**src/rtl/byte_bus_arbiter.sv**
```systemverilog
// Round-robin arbiter serializing two 32-bit requesters onto a byte-wide memory bus.
// Latency: req in IDLE to ack takes 10+WAIT_CYCLES cycles; the loser holds req with ack low until its turn.
module byte_bus_arbiter #(
    parameter int WAIT_CYCLES = 0
) (
    input  logic        clk,
    input  logic        rst_n,
    input  logic        req0,
    input  logic        we0,
    input  logic [31:0] addr0,
    input  logic [31:0] wdata0,
    output logic        ack0,
    input  logic        req1,
    input  logic        we1,
    input  logic [31:0] addr1,
    input  logic [31:0] wdata1,
    output logic        ack1,
    output logic [31:0] rdata,
    output logic [7:0]  bus_out,
    input  logic [7:0]  bus_in,
    output logic        bus_oe,
    output logic        bus_sync,
    output logic        busy
);

    typedef enum logic [3:0] {
        S_IDLE, S_ADDR0, S_ADDR1, S_ADDR2, S_ADDR3, S_CMD, S_WAIT,
        S_DATA0, S_DATA1, S_DATA2, S_DATA3, S_DONE
    } state_t;

    localparam logic [3:0] WAIT_LAST = 4'((WAIT_CYCLES == 0) ? 0 : WAIT_CYCLES - 1);

    state_t      state_q, state_d;
    logic        grant_q, grant_d;
    logic        last_grant_q, last_grant_d;
    logic        we_q, we_d;
    logic [31:0] addr_q, addr_d;
    logic [31:0] wdata_q, wdata_d;
    logic [31:0] shadow_q, shadow_d;
    logic [31:0] rdata_q, rdata_d;
    logic [3:0]  cnt_q, cnt_d;
    logic [7:0]  bus_out_q, bus_out_d;
    logic        bus_oe_q, bus_oe_d;
    logic        bus_sync_q, bus_sync_d;
    logic        busy_q, busy_d;
    logic        ack0_q, ack0_d;
    logic        ack1_q, ack1_d;
    logic        pick;

    always_comb begin
        state_d      = state_q;
        grant_d      = grant_q;
        last_grant_d = last_grant_q;
        we_d         = we_q;
        addr_d       = addr_q;
        wdata_d      = wdata_q;
        shadow_d     = shadow_q;
        rdata_d      = rdata_q;
        cnt_d        = cnt_q;
        pick         = (req0 && req1) ? ~last_grant_q : req1;

        unique case (state_q)
            S_IDLE: begin
                if (req0 || req1) begin
                    grant_d      = pick;
                    last_grant_d = pick;
                    we_d         = pick ? we1    : we0;
                    addr_d       = pick ? addr1  : addr0;
                    wdata_d      = pick ? wdata1 : wdata0;
                    state_d      = S_ADDR0;
                end
            end
            S_ADDR0: state_d = S_ADDR1;
            S_ADDR1: state_d = S_ADDR2;
            S_ADDR2: state_d = S_ADDR3;
            S_ADDR3: state_d = S_CMD;
            S_CMD: begin
                cnt_d   = '0;
                state_d = (WAIT_CYCLES > 0) ? S_WAIT : S_DATA0;
            end
            S_WAIT: begin
                if (cnt_q == WAIT_LAST) state_d = S_DATA0;
                else                    cnt_d   = cnt_q + 4'd1;
            end
            S_DATA0: begin
                if (!we_q) shadow_d[7:0] = bus_in;
                state_d = S_DATA1;
            end
            S_DATA1: begin
                if (!we_q) shadow_d[15:8] = bus_in;
                state_d = S_DATA2;
            end
            S_DATA2: begin
                if (!we_q) shadow_d[23:16] = bus_in;
                state_d = S_DATA3;
            end
            S_DATA3: begin
                // Last byte bypasses the shadow so rdata is complete on entry to DONE.
                if (!we_q) begin
                    shadow_d[31:24] = bus_in;
                    rdata_d         = {bus_in, shadow_q[23:0]};
                end
                state_d = S_DONE;
            end
            S_DONE:  state_d = S_IDLE;
            default: state_d = S_IDLE;
        endcase
    end

    // Outputs are decoded from the next state so they are registered yet aligned with it.
    always_comb begin
        bus_out_d  = 8'h00;
        bus_oe_d   = 1'b0;
        bus_sync_d = 1'b0;
        ack0_d     = 1'b0;
        ack1_d     = 1'b0;
        busy_d     = (state_d != S_IDLE);
        unique case (state_d)
            S_ADDR0: begin bus_out_d = addr_d[7:0];   bus_oe_d = 1'b1; bus_sync_d = 1'b1; end
            S_ADDR1: begin bus_out_d = addr_d[15:8];  bus_oe_d = 1'b1; end
            S_ADDR2: begin bus_out_d = addr_d[23:16]; bus_oe_d = 1'b1; end
            S_ADDR3: begin bus_out_d = addr_d[31:24]; bus_oe_d = 1'b1; end
            S_CMD:   begin bus_out_d = {6'b0, grant_d, we_d}; bus_oe_d = 1'b1; end
            S_DATA0: if (we_d) begin bus_out_d = wdata_d[7:0];   bus_oe_d = 1'b1; end
            S_DATA1: if (we_d) begin bus_out_d = wdata_d[15:8];  bus_oe_d = 1'b1; end
            S_DATA2: if (we_d) begin bus_out_d = wdata_d[23:16]; bus_oe_d = 1'b1; end
            S_DATA3: if (we_d) begin bus_out_d = wdata_d[31:24]; bus_oe_d = 1'b1; end
            S_DONE:  begin ack0_d = ~grant_d; ack1_d = grant_d; end
            default: ;
        endcase
    end

    always_ff @(posedge clk or negedge rst_n) begin
        if (!rst_n) begin
            state_q      <= S_IDLE;
            grant_q      <= 1'b0;
            last_grant_q <= 1'b1;
            we_q         <= 1'b0;
            addr_q       <= '0;
            wdata_q      <= '0;
            shadow_q     <= '0;
            rdata_q      <= '0;
            cnt_q        <= '0;
            bus_out_q    <= '0;
            bus_oe_q     <= 1'b0;
            bus_sync_q   <= 1'b0;
            busy_q       <= 1'b0;
            ack0_q       <= 1'b0;
            ack1_q       <= 1'b0;
        end else begin
            state_q      <= state_d;
            grant_q      <= grant_d;
            last_grant_q <= last_grant_d;
            we_q         <= we_d;
            addr_q       <= addr_d;
            wdata_q      <= wdata_d;
            shadow_q     <= shadow_d;
            rdata_q      <= rdata_d;
            cnt_q        <= cnt_d;
            bus_out_q    <= bus_out_d;
            bus_oe_q     <= bus_oe_d;
            bus_sync_q   <= bus_sync_d;
            busy_q       <= busy_d;
            ack0_q       <= ack0_d;
            ack1_q       <= ack1_d;
        end
    end

    assign ack0     = ack0_q;
    assign ack1     = ack1_q;
    assign rdata    = rdata_q;
    assign bus_out  = bus_out_q;
    assign bus_oe   = bus_oe_q;
    assign bus_sync = bus_sync_q;
    assign busy     = busy_q;

endmodule

```
**config.mk**
```make
export PLATFORM = sky130hd
export DESIGN_NAME = byte_bus_arbiter
export DESIGN_NICKNAME = d
export VERILOG_FILES = /design/src/rtl/byte_bus_arbiter.sv
export SDC_FILE = /design/constraint.sdc
export NUM_CORES = 1
export LEC_CHECK = 0
export BUFFER_PORTS_ARGS = -buffer_cell sky130_fd_sc_hd__buf_2
export CORE_ASPECT_RATIO = 0.7
export CORE_MARGIN = 1.5
export CORE_UTILIZATION = 47
export CTS_CLUSTER_DIAMETER = 80
export DETAILED_ROUTE_END_ITERATION = 6
export HOLD_SLACK_MARGIN = 0.03
export PLACE_DENSITY = 0.89
export SYNTH_ARGS = -nofsm -noshare
export SYNTH_HDL_FRONTEND = slang
export SYNTH_SLANG_ARGS = --single-unit
```
**constraint.sdc**
```tcl
create_clock -name clk -period 2 [get_ports clk]
set_clock_uncertainty 0.1 [all_clocks]
set_input_delay 0.2 -clock clk [delete_from_list [all_inputs] [get_ports clk]]
set_output_delay 0.2 -clock clk [all_outputs]
set_load 0.05 [all_outputs]
```
==> out/metrics.yaml <==
dieArea_um2: 14200
maxCapViolations: 0
hp-class: "in -> reg"
p_leak_nw: 4.76
cts_tree: "done"
start_util: 0.482
ant_nets: 0
cp_cell_sequence: "nor4_4 > buf_6 > buf_12 > a21oi_1 > or4_1 > nand4_1 > a21bo_2"
rr_startpoint: "state_q[0]"
worst_setup_path_start_kind: "flip-flop"
cts.sinks: 136
power.total_mw: 15.0
power_density_nw_per_um2: 1490
die_h_um: 100
drt_iter0_drc: 968
clk_pin_slew_ps: 70
fin_crit_sh: 1.04
clk_path_buf_depth: 2
vias: 7146
path_class: "reg -> reg"
cts_buffers: 17
io_pins: 187
syn_area_per_cell_um2: 10.2
max_freq_mhz: 483
ys_seq_elements: 136
critPathRequiredTime_ps: 2260
grt-ovfl-total: 0
grt_pass1_vias: 7173
ys.flop_type: "dfrtp_1"
min_from: "addr0[4]"
maxSlewViolCount: 0
wire_per_inst_um: 22.1
fin_area_um2: 10100
grt_use_total: 0.344
drive_gt1_frac: 0.394
worst_pin_slew_ps: 590
endpoint_kind: "flip-flop"
grt_pass1_wl_mm: 37.2
drt-total-wl_mm: 25.7
place.gp.congestion: 0.951
critPathSlowestCell: "or4_1"
yosysWarnings: 0
rows: 35
grt_max_degree: 61
syn_nets: 768
routed_via_density: 6.13
slew_headroom: 0.606
outcome: "finished, violations left"
final_cells: 1166
min_path_cells: 3
coreArea_um2: 13200
finalHoldViolations: 0
syn-cell-area_um2: 6360
crit_path_start: "state_q[0]"
slowest_delay_ps: 460
areaGrowthSynthToFinish_pct: 58.1
cts-root-buf: "clkbuf_16"
synth.distinct_cells: 56
die_w_um: 142
cp_max_fo: 7
ff2ff_path_depth: 7
arrival_ps: 2330
tns_ps: -283
ys_seq_area_frac: 0.535
syn_inst: 624
worst_ir_drop_vdd_uv: 928
synth_edf_count: 0
hpwl_mm: 12.7
place_inst: 998
violations: "setup timing"
clock_latency_ps: 420
period_minus_slack_ps: 2070
drc: 0
grt_setup_unrepaired: "true"
htree_levels: 4
setup_viol: 13
nets: 1110
dr.pass1.iters: 5
antenna_found_initial: 0
async_flop_share: 1.00
io_buffers: 186
place_area_um2: 7800
fin_ws_ps: -71.7
-- cells by family (layout without fill, tap and decap cells) --
family	count (synthesis)	after routing	share of synthesized area
xor gates and xnor gates	1	1	0.00138
DFF	136	136	0.535
adders and majority gates	2	2	0.00393
and+or+nand+nor	210	210	0.145
other	0	2	0
muxes	71	71	0.123
buffers and inverters	52	407	0.0384
AOI/OAI and AO/OA	152	152	0.153
-- cell type report --
cell class              instances  area, um2
multi-input cells             436       2920
flip-flops and latches        136       3410
well taps                     185        231
clock inverters                14        161
clock buffers                  18        439
inverters                       7       38.8
fillers                       709       3130
repair buffers                368       2850
diodes                          2       5.00
-- critical path: cells and delay by family, from the launching register on --
kind,cells,cell delay (ps)
compound gates,2,260
flops,1,450
buf+inv,2,310
simple gates,3,900
-- what timing repair did --
| action | CTS | global route |
|---|---|---|
| resized for setup | 13 | 42 |
| hold buffers | 116 | 0 |
| gates cloned | 1 | 4 |
| buffers inserted | 4 | 11 |
| endpoints found under the setup margin | 25 | 64 |
| endpoints found under the hold margin | 144 | 0 |
| pin swaps | 5 | 13 |
-- flip-flops by register name, summed over array words and instances, names as in the netlist --
signal / flops
cnt_q: 4
ack1: 1
wdata_q: 32
grant_q: 1
ack0: 1
busy: 1
bus_oe: 1
last_grant_q: 1
shadow_q: 24
addr_q: 24
we_q: 1
rdata: 32
state_q: 4
bus_out: 8
bus_sync: 1
-- final timing paths --
| kind | end | slack (ps) |
|---|---|---|
| max | bus_out[1] | -70 |
| min | bus_out[4] | 30 |
| max reg2reg | bus_out[1] | -70 |
| min reg2reg | rdata[8] | 400 |
| max in group asynchronous | shadow_q[23] | 890 |
| min in group asynchronous | wdata_q[29] | 230 |
-- per-layer routing --
metal | track usage | vias up | part of all wire
met5 | 0 | - | 0
met2 | 0.574 | 638 | 0.47
li1 | - | 2910 | -
met1 | 0.403 | 3394 | 0.35
met4 | 0.205 | 0 | 0.070
met3 | 0.0935 | 204 | 0.11
-- Yosys cell counts (2+ instances only) --
cell type | instances | area (um2)
dfrtp_1 | 135 | 3380
nand2_1 | 124 | 465
mux2_2 | 57 | 642
a31oi_1 | 54 | 338
nor2_1 | 46 | 173
a21oi_1 | 37 | 185
o21ai_0 | 19 | 95.1
buf_2 | 18 | 90.1
mux2i_1 | 13 | 130
clkbuf_1 | 12 | 45.0
o22ai_1 | 9 | 56.3
buf_1 | 8 | 30.0
buf_4 | 7 | 52.6
inv_1 | 6 | 22.5
nand3_1 | 6 | 30.0
a311oi_1 | 5 | 43.8
and3_1 | 5 | 31.3
o221ai_1 | 5 | 43.8
o31ai_1 | 5 | 37.5
nand4_1 | 4 | 25.0
nor2b_1 | 4 | 25.0
or4_1 | 3 | 22.5
a211o_1 | 2 | 17.5
a21bo_2 | 2 | 20.0
a22oi_1 | 2 | 15.0
ha_1 | 2 | 25.0
nor2_4 | 2 | 22.5
nor3_1 | 2 | 10.0
nor3b_1 | 2 | 15.0
or2_2 | 2 | 12.5
-- cells in the final DEF, fill, tap and decap left out, drive strengths merged, types with 3 or more instances in the layout --
master       count
and3             5
nand3            7
a31oi           56
or4              3
o22ai            9
o21ai           19
mux2i           13
nor2            49
o221ai           5
nand2          125
a21oi           37
inv             13
clkbuf          22
dlygate4sd3    116
nor2b            5
nand4            4
buf            248
clkinvlp         5
mux2            58
a311oi           5
dfrtp          135
o31ai            5
or2              3
-- per-stage QoR --
step	util	worst slack, ps	hold WS, ps
5_1_grt	0.762	-180	37.9
6_report	0.763	-71.7	34.9
3_3_place_gp	0.591	-84.5	111
2_1_floorplan	-	93.8	-196
3_5_place_dp	0.591	-102	114
4_1_cts	0.734	-29.2	34.4
-- power by group --
group | leakage, nW | switching, mW | internal [mW]
logic | 2.82 | 4.22 | 2.87
clock network | 0.279 | 1.34 | 1.90
registers | 1.67 | 0.767 | 3.91
Note: power is estimated with default switching activity, not from simulation.
